**src/rtl/ctrl_seq_pkg.sv**
```systemverilog
// ctrl_seq_pkg
// Purpose: shared types and constants for the ctrl_seq control sequencer:
//   non-ALU opcode values, the FSM state enum, the instruction-word field
//   layout and a helper that classifies ALU opcodes.
// Ports: none (package).
package ctrl_seq_pkg;

    localparam logic [3:0] OP_JMP = 4'd11;
    localparam logic [3:0] OP_SKC = 4'd12;
    localparam logic [3:0] OP_SKZ = 4'd13;
    localparam logic [3:0] OP_NOP = 4'd14;
    localparam logic [3:0] OP_HLT = 4'd15;

    typedef enum logic [2:0] {
        ST_IDLE,
        ST_FETCH,
        ST_EXEC,
        ST_WB,
        ST_HALT
    } state_t;

    // Instruction word layout: [15:12] op, [11:8] hi, [7:0] lit.
    typedef struct packed {
        logic [3:0] op;
        logic [3:0] hi;
        logic [7:0] lit;
    } instr_t;

    // Opcodes 0..last are forwarded to the ALU.
    function automatic logic is_alu_op(input logic [3:0] op, input int last);
        return int'(op) <= last;
    endfunction

endpackage

```
**src/rtl/ctrl_seq_decode.sv**
```systemverilog
// ctrl_seq_decode
// Purpose: combinational instruction decode for ctrl_seq.
// Ports:
//   ir          in   instr_t   latched instruction word
//   is_alu      out  1         opcode is forwarded to the ALU
//   is_jmp      out  1         JMP
//   is_skc      out  1         skip-if-carry
//   is_skz      out  1         skip-if-zero
//   is_hlt      out  1         halt
//   jmp_target  out  PC_W      {hi,lit} zero-extended to PC_W
// Anything not flagged here is a NOP.
module ctrl_seq_decode
    import ctrl_seq_pkg::*;
#(
    parameter int PC_W        = 17,
    parameter int LAST_ALU_OP = 10
) (
    input  instr_t          ir,
    output logic            is_alu,
    output logic            is_jmp,
    output logic            is_skc,
    output logic            is_skz,
    output logic            is_hlt,
    output logic [PC_W-1:0] jmp_target
);

    always_comb begin
        is_alu     = is_alu_op(ir.op, LAST_ALU_OP);
        is_jmp     = !is_alu && (ir.op == OP_JMP);
        is_skc     = !is_alu && (ir.op == OP_SKC);
        is_skz     = !is_alu && (ir.op == OP_SKZ);
        is_hlt     = !is_alu && (ir.op == OP_HLT);
        jmp_target = PC_W'({ir.hi, ir.lit});
    end

endmodule

```
**src/rtl/ctrl_seq.sv**
```systemverilog
// ctrl_seq
// Purpose: multi-cycle control sequencer for the 8-bit W-register/ALU
//   datapath. Fetches 16-bit words over a req/valid handshake, drives the
//   ALU opcode/operand, strobes W write-back, keeps carry/zero flags and
//   executes JMP / SKC / SKZ / NOP / HLT.
// Ports:
//   clk         in   1     clock, rising edge
//   reset       in   1     asynchronous active-low reset
//   run         in   1     keep fetching while high (sampled between instructions)
//   pc          out  PC_W  current instruction address
//   imem_req    out  1     fetch request (high exactly while in FETCH)
//   imem_valid  in   1     fetch data valid
//   imem_data   in   16    instruction word
//   alu_inst    out  4     ALU opcode (EXEC/WB of ALU ops only)
//   alu_b       out  8     ALU b operand
//   alu_ans     in   9     ALU result, bit 8 = carry
//   w_we        out  1     W-register write strobe (WB)
//   c_flag      out  1     carry flag
//   z_flag      out  1     zero flag
//   busy        out  1     FETCH/EXEC/WB
//   halted      out  1     HALT
//   imem_err    out  1     fetch timeout, sticky (only with CTRL_SEQ_TIMEOUT_EN)
// Build option: define CTRL_SEQ_TIMEOUT_EN to bound the FETCH wait to
//   TIMEOUT cycles; on expiry the sequencer halts and raises imem_err.
module ctrl_seq
    import ctrl_seq_pkg::*;
#(
    parameter int              PC_W        = 17,
    parameter logic [PC_W-1:0] RESET_PC    = '0,
    parameter int              LAST_ALU_OP = 10
`ifdef CTRL_SEQ_TIMEOUT_EN
    ,
    parameter int              TIMEOUT     = 15
`endif
) (
    input  logic            clk,
    input  logic            reset,
    input  logic            run,
    output logic [PC_W-1:0] pc,
    output logic            imem_req,
    input  logic            imem_valid,
    input  logic [15:0]     imem_data,
    output logic [3:0]      alu_inst,
    output logic [7:0]      alu_b,
    input  logic [8:0]      alu_ans,
    output logic            w_we,
    output logic            c_flag,
    output logic            z_flag,
`ifdef CTRL_SEQ_TIMEOUT_EN
    output logic            imem_err,
`endif
    output logic            busy,
    output logic            halted
);

    state_t          state_reg;
    state_t          state_next;
    instr_t          ir_reg;
    instr_t          fetch_word;
    logic [8:0]      ans_q;
    logic [PC_W-1:0] pc_plus1;
    logic [PC_W-1:0] pc_plus2;

    logic            is_alu;
    logic            is_jmp;
    logic            is_skc;
    logic            is_skz;
    logic            is_hlt;
    logic [PC_W-1:0] jmp_target;

`ifdef CTRL_SEQ_TIMEOUT_EN
    logic [3:0]      wait_cnt_reg;
    logic            fetch_timeout;
    assign fetch_timeout = (state_reg == ST_FETCH) && !imem_valid
                           && (wait_cnt_reg == 4'(TIMEOUT - 1));
`endif

    ctrl_seq_decode #(
        .PC_W        (PC_W),
        .LAST_ALU_OP (LAST_ALU_OP)
    ) u_decode (
        .ir         (ir_reg),
        .is_alu     (is_alu),
        .is_jmp     (is_jmp),
        .is_skc     (is_skc),
        .is_skz     (is_skz),
        .is_hlt     (is_hlt),
        .jmp_target (jmp_target)
    );

    assign fetch_word = instr_t'(imem_data);
    // Modulo 2^PC_W by construction of the width.
    assign pc_plus1   = pc + PC_W'(1);
    assign pc_plus2   = pc + PC_W'(2);

    always_comb begin
        state_next = state_reg;
        case (state_reg)
            ST_IDLE:  if (run) state_next = ST_FETCH;
            ST_FETCH: begin
                if (imem_valid) state_next = ST_EXEC;
`ifdef CTRL_SEQ_TIMEOUT_EN
                else if (fetch_timeout) state_next = ST_HALT;
`endif
            end
            ST_EXEC: begin
                if (is_alu)      state_next = ST_WB;
                else if (is_hlt) state_next = ST_HALT;
                else             state_next = run ? ST_FETCH : ST_IDLE;
            end
            ST_WB:    state_next = run ? ST_FETCH : ST_IDLE;
            ST_HALT:  state_next = ST_HALT;
            default:  state_next = ST_IDLE;
        endcase
    end

    // Outputs are registered from state_next so they line up with the state
    // they describe; the async reset clears imem_req immediately.
    always_ff @(posedge clk or negedge reset) begin
        if (!reset) begin
            state_reg <= ST_IDLE;
            pc        <= RESET_PC;
            ir_reg    <= '0;
            ans_q     <= '0;
            c_flag    <= 1'b0;
            z_flag    <= 1'b0;
            imem_req  <= 1'b0;
            alu_inst  <= '0;
            alu_b     <= '0;
            w_we      <= 1'b0;
            busy      <= 1'b0;
            halted    <= 1'b0;
        end else begin
            state_reg <= state_next;
            imem_req  <= (state_next == ST_FETCH);
            w_we      <= (state_next == ST_WB);
            busy      <= (state_next == ST_FETCH) || (state_next == ST_EXEC)
                         || (state_next == ST_WB);
            halted    <= (state_next == ST_HALT);

            // ALU controls appear in EXEC straight from the fetched word and
            // are held through WB (WB is only ever reached from an ALU EXEC).
            if (state_next == ST_EXEC && is_alu_op(fetch_word.op, LAST_ALU_OP)) begin
                alu_inst <= fetch_word.op;
                alu_b    <= fetch_word.lit;
            end else if (state_next != ST_WB) begin
                alu_inst <= '0;
                alu_b    <= '0;
            end

            case (state_reg)
                ST_FETCH: if (imem_valid) ir_reg <= fetch_word;
                ST_EXEC: begin
                    if (is_alu)      ans_q <= alu_ans;
                    else if (is_jmp) pc    <= jmp_target;
                    else if (is_skc) pc    <= c_flag ? pc_plus2 : pc_plus1;
                    else if (is_skz) pc    <= z_flag ? pc_plus2 : pc_plus1;
                    else if (!is_hlt) pc   <= pc_plus1;
                end
                ST_WB: begin
                    c_flag <= ans_q[8];
                    z_flag <= (ans_q[7:0] == 8'd0);
                    pc     <= pc_plus1;
                end
                default: ;
            endcase
        end
    end

`ifdef CTRL_SEQ_TIMEOUT_EN
    // Counter is zero whenever the sequencer enters FETCH because it is
    // cleared in every other state.
    always_ff @(posedge clk or negedge reset) begin
        if (!reset) begin
            wait_cnt_reg <= '0;
            imem_err     <= 1'b0;
        end else begin
            if (state_reg == ST_FETCH) wait_cnt_reg <= wait_cnt_reg + 4'd1;
            else                       wait_cnt_reg <= '0;
            if (fetch_timeout) imem_err <= 1'b1;
        end
    end
`endif

endmodule

```
**config.mk**
```make
export PLATFORM = sky130hd
export DESIGN_NAME = ctrl_seq
export DESIGN_NICKNAME = d
export VERILOG_FILES = /design/src/rtl/ctrl_seq_pkg.sv /design/src/rtl/ctrl_seq_decode.sv /design/src/rtl/ctrl_seq.sv
export SDC_FILE = /design/constraint.sdc
export NUM_CORES = 1
export LEC_CHECK = 0
export CORE_UTILIZATION = 25
export DETAILED_ROUTE_END_ITERATION = 7
export GPL_TIMING_DRIVEN = 0
export MAX_ROUTING_LAYER = met4
export SETUP_SLACK_MARGIN = 0.05
export SYNTH_ARGS = -nofsm -noshare
export SYNTH_HDL_FRONTEND = slang
export SYNTH_SLANG_ARGS = --single-unit
```
**constraint.sdc**
```tcl
create_clock -name clk -period 1.65 [get_ports clk]
set_input_delay 0.495 -clock clk [delete_from_list [all_inputs] [get_ports clk]]
set_output_delay 0.495 -clock clk [all_outputs]
set_load 0.02 [all_outputs]
```
# == Yosys cells after proc, flatten, opt, wreduce, memory -nomap -nowiden ==
# Cells that the tools add are included.
# totals
reg_bits,63
inputBits,29
out_inout_bits,35
word_cells,66
# op_classes
add_sub_neg,2
order_cmp,2
n_eq_ne,15
muxes,18
reduce_logical,15
# op_table
cell,count
17-bit 2-to-1 mux,7
17-bit one-hot mux with 2 select lines,1
17-bit by 1-bit adder with 17-bit output (second input constant),1
17-bit by 2-bit adder with 17-bit output (second input constant),1
4-bit == test (second input constant),4
8-bit 2-to-1 mux,2
3-bit one-hot mux with 5 select lines,1
3-bit by 2-bit == test with 1-bit output (second input constant),4
3-bit 2-to-1 mux,4
4-bit <= comparator (second input constant),2
8-bit zero test,1
4-bit 2-to-1 mux,2
3-bit by 1-bit == test with 1-bit output (second input constant),2
3-bit == test (second input constant),2
1-bit logical AND,5
5-bit != test (second input constant),1
2-bit AND reduction,2
2-bit nonzero test,2
3-bit zero test,1
3-bit by 2-bit != test with 1-bit output (second input constant),1
3-bit AND reduction,1
1-bit logical OR,2
2-bit != test (second input constant),1
1-bit zero test,1
1-bit 2-to-1 mux,1

# == Depth between registers and ports, before layout ==
# depth
depth_word,9
depth_mapped,8
ltp_nobuf,6

# == Hierarchy ==
# A second synthesis with hierarchy kept.
# hier_totals
hier_cells,337
area_unflattened_um2,3484.6
# modules_own_cells
module,instances,cells_per_inst,area_each_um2,seq_area_each_um2
ctrl_seq,1,311,3296.9,1576.5
ctrl_seq_decode,1,26,187.7,0.0

# == Worst setup path before layout ==
# OpenSTA, ideal clock, no wires.
# synth_path
path_type,register to register
from,register pc[1]
to,register pc[14]
setup_ps,130
t_arrival_ps,1869
required_time_ps,1520
slack_ps,-350
path_stages_with_launch,7
n_path_buf,0
synth_period_minus_slack_ps,2000
path_cell_list,dfrtp_1 > ha_1 > nand3_1 > or4_4 > o211a_1 > a211oi_2 > nand3_1
# synth_between
elab_chain_cells,7
elab_cells_between_ends,10
cone_classes,add/sub: 2; mux: 8
# synth_lines
element,line_no,text
from (decl),ctrl_seq.sv:39,"output logic [PC_W-1:0] pc,"
from (signal assigned),ctrl_seq.sv:155,else if (is_jmp) pc <= jmp_target;
from (signal assigned),ctrl_seq.sv:156,else if (is_skc) pc <= c_flag ? pc_plus2 : pc_plus1;
from (signal assigned),ctrl_seq.sv:157,else if (is_skz) pc <= z_flag ? pc_plus2 : pc_plus1;
17-bit by 1-bit adder with 17-bit output / 17-bit by 2-bit adder with 17-bit output (equally long branches),"ctrl_seq.sv:93, ctrl_seq.sv:94",
"17-bit 2-to-1 mux, on equally long branches","ctrl_seq.sv:158, ctrl_seq.sv:157",
17-bit 2-to-1 mux,ctrl_seq.sv:157,
17-bit 2-to-1 mux,ctrl_seq.sv:156,
17-bit 2-to-1 mux,ctrl_seq.sv:155,
17-bit 2-to-1 mux,ctrl_seq.sv:154,if (is_alu) ans_q <= alu_ans;
17-bit one-hot mux with 2 select lines *,ctrl_seq.sv:151,case (state_reg)
# Mark *: on every way between the ends. The rest lies on a longest branch, timed or not. The select of a mux whose other input is x is not followed.
# A chain may end at the register's enable or synchronous reset.

# == Worst setup path in the final report ==
# layout_path
from,register ir_reg[14] (netlist bit)
to,register pc[15]
# layout_between
elab_chain_cells,8
elab_cells_between_ends,18
cone_classes,order compare: 1; eq/ne: 6; mux: 5; reduce/logical: 6
# layout_lines
element,line_no,text
from (decl),ctrl_seq.sv:58,instr_t ir_reg;
from (signal assigned),ctrl_seq.sv:152,ST_FETCH: if (imem_valid) ir_reg <= fetch_word;
4-bit <= comparator,ctrl_seq_pkg.sv:31,return int'(op) <= last;
1-bit zero test,n/a,
1-bit logical AND,ctrl_seq_decode.sv:31,is_skz = !is_alu && (ir.op == OP_SKZ);
17-bit 2-to-1 mux,ctrl_seq.sv:157,
17-bit 2-to-1 mux,ctrl_seq.sv:156,
17-bit 2-to-1 mux,ctrl_seq.sv:155,
17-bit 2-to-1 mux,ctrl_seq.sv:154,
17-bit one-hot mux with 2 select lines,ctrl_seq.sv:151,
# Parallel ways exist; a longest one is shown, timed or not. The select of a mux whose other input is x is not followed.

==> results.cfg <==
[outcome]
status = finished with violations
violations = setup timing

[clocking]
root_buffer = clkbuf_16
cts_buffer_depth = 2
cts_hold_buf = 0
cts_buffers = 9
cts_max_level = 3
clk_latency_ns = 0.33
clk_pin_slew_worst_paths_ns = 0.05
cts_tree = yes
cts_sinks = 63

[timing]
rsz0062_at_grt = true
setup_violations = 26
hold_viol_final = 0
tns_ns = -1.453
fin_skew_ns = 0.005590
min_period_ns = 1.808
setup_slack_ns = -0.1580
relSlewSlack_pct = 46.71
worst_pin_slew_ns = 0.7994
max_freq_mhz = 553.1
drv_slew = 0
fin_crit_sh_pct = 109.6

[floorplan]
coreArea_um2 = 12670
start_util_pct = 25.84
die_area_um2 = 13560
die_w_um = 116.4
die_y_um = 116.4
rows = 41
io_pins = 64

[worst_setup_path]
crit_end = pc[15]
critPathMaxFanout = 6
cp_slowest_cell = dfrtp_2
cp-end-kind = flop
cp.arrival_ns = 2.03
r2r-end = pc[15]
crit_required_ns = 1.87
worstSetupPathType = reg -> reg
max_stage_delay_ns = 0.43
path_cells = and4b_4 -> a211oi_4 -> or2_4 -> a211o_1 -> mux2_4
reg2reg_slack_ns = -0.16
critPathLaunch = ir_reg[14]
r2r_start = ir_reg[14]
start_kind = flop
worst_r2r_path_depth = 5

[global_route]
antenna_found_initial = 0
use_met1_pct = 21.75
met3_usage_pct = 2.387
grt_max_degree = 64
top_usage_layer = met2
grt_first_pass_wirelength_mm = 17.40
gr-total-overflow = 0
first_global_vias = 3324
grt_usage_pct = 17.61
grt_util_met2_pct = 27.97

[synth]
avgSynthCellArea_um2 = 10.63
synth_edf_count = 0
syn-instance-count = 308
synth_cell_types = 60
yosys_warnings = 0
async_flop_share_pct = 100.0
synth_seq_area_share_pct = 48.15
synth_ff_type = dfrtp_1
syn-num-nets = 339
synth_area_um2 = 3274
ys_ff_latch = 63

[placed_design]
place_inst = 543
place.detailed.hpwl_mm = 6.944
port_buffers = 63
place_congestion = 0.8787

[layout]
finalNonFillerCells = 624
drive_above_1_share_pct = 47.12
largest_reg_flops = 17
diodes = 0
seq_area_um2 = 1600
multi_input_area_um2 = 2022
nets = 479
nFillCells = 1194
area_growth_syn_to_layout_pct = 69.28

[routing]
wl_per_cell_um = 17.94
dr_total_vias = 3258
drcViolationCount = 0
drtIter0Drc = 233
via_per_inst = 5.221
wl_mm = 11.20
postRouteAntennaNets = 0
drtPass1Iterations = 5

[pwr]
leakage_uw = 0.002386
ir_drop_v = 0.0006790
powerDensity_nw_per_um2 = 1751

[worst_hold_path]
hold_class = in -> async

[job]
cap_violations = 0
[cells in the mapped netlist (2+ instances only)]
master     number  area (um^2)
a211o_1         2        17.52
a211oi_2        2        25.02
a21o_1          3        22.52
a21oi_1        12        60.06
a22o_1         14        122.6
a2bb2oi_1       3        26.28
a31oi_1         7        43.79
a32oi_1         2        17.52
and2_1          2        12.51
and3_1          6        37.54
and3b_1         2        17.52
buf_2           8        40.04
buf_6           2        22.52
clkbuf_1        3        11.26
dfrtp_1        63         1577
ha_1            2        25.02
inv_1           5        18.77
mux2_2         26        292.8
nand2_1        26        97.59
nand2b_1        2        12.51
nand3_1        18        90.09
nand3b_1        2        15.01
nand4_1         4        25.02
nor2_1         13        48.80
nor3_1          9        45.04
nor4_1          7        43.79
o2111ai_1       3        26.28
o211a_1         2        20.02
o211ai_1        3        22.52
o21a_1          3        22.52
o21ai_0        15        75.07
o22ai_1         4        25.02
o31ai_1         2        15.01
or2_2           2        12.51
or3_1           3        18.77
xor2_1          2        17.52
[layout by cell type, fill, tap and decap left out, drive strengths merged, types with 3 or more instances in the layout]
cell / instances
dlygate4sd2: 19
inv: 5
nor2: 14
o21ai: 15
nand4: 4
a2bb2oi: 3
nand3: 19
clkdlybuf4s15: 10
nor3: 11
nand2: 26
o22ai: 4
or3: 3
nor4: 7
clkdlybuf4s50: 26
buf: 80
mux2: 26
a21o: 3
o21a: 3
a22o: 14
o211ai: 3
a21oi: 12
dfrtp: 63
and3: 7
a31oi: 7
clkbuf: 21
o2111ai: 3
[how the worst min path moves through the flow]
stage / from / cells after the start / slack (ns) / end
after floorplan: reset / 0 / 0.20 / alu_b[0]
after global placement: ans_q[8] / 2 / 0.46 / c_flag
after detailed placement: ans_q[8] / 2 / 0.46 / c_flag
after CTS: reset / 1 / 0.29 / pc[9]
after global routing: reset / 1 / 0.32 / pc[9]
final: reset / 1 / 0.23 / pc[9]
[critical path, delay by kind of cell (launching register included)]
family	cells	cell delay, ns
compound gates	2	0.31
flops	1	0.43
simple gates	2	0.69
mux	1	0.26
[metal layers]
layer,vias to the layer above,routed length [um],part of all wire (%)
li1,1473,-,-
met4,0,359,3.2
met2,132,5352,48
met5,-,0,0
met1,1621,4831,43
met3,32,654,5.8
[metrics by stage]
stage                     util (%)  setup slack (ns)  cell area (um^2)  total power, uW  hold slack, ns
after floorplan                  -           -0.1683              3349             4678          0.1994
after global placement       33.11            -2.230              4195             5808          0.4620
after detailed placement     33.09           -0.9532              4193             5874          0.4637
after CTS                    41.26           -0.1320              5228             8965          0.2915
after global routing         43.74           -0.2031              5543            10220          0.3181
final                        43.74           -0.1580              5543             9708          0.2323
[cell families after synthesis]
| logic type | after synthesis | share of synthesized area (%) |
|---|---|---|
| flops | 63 | 48.15 |
| fa+ha+maj | 2 | 0.7641 |
| xor+xnor | 3 | 0.8026 |
| buf+inv | 20 | 3.477 |
| simple gates | 107 | 18.07 |
| compound gates | 86 | 19.11 |
| mux | 27 | 9.629 |
[final cells by class]
| class | count | area share [%] |
|---|---|---|
| Multi-Input combinational cell | 225 | 36.48 |
| Tap cell | 172 | 3.883 |
| Clock inverter | 3 | 0.7675 |
| Buffer | 15 | 3.612 |
| Timing Repair Buffer | 129 | 21.42 |
| Inverter | 5 | 0.3386 |
| Sequential cell | 63 | 28.87 |
| Clock buffer | 12 | 4.628 |
[power breakdown]
part	internal (uW)	total (uW)	switching [uW]
logic	2700	5130	2430
registers	2140	2660	519
clock network	1240	1920	681
[what timing repair did]
| action | in CTS | in global routing |
|---|---|---|
| setup endpoints to repair | 92 | 61 |
| pin swaps | 35 | 18 |
| setup buffers | 50 | 11 |
| gates resized for setup | 149 | 65 |
| gates cloned | 4 | 1 |
(Power assumes the default switching activity.)
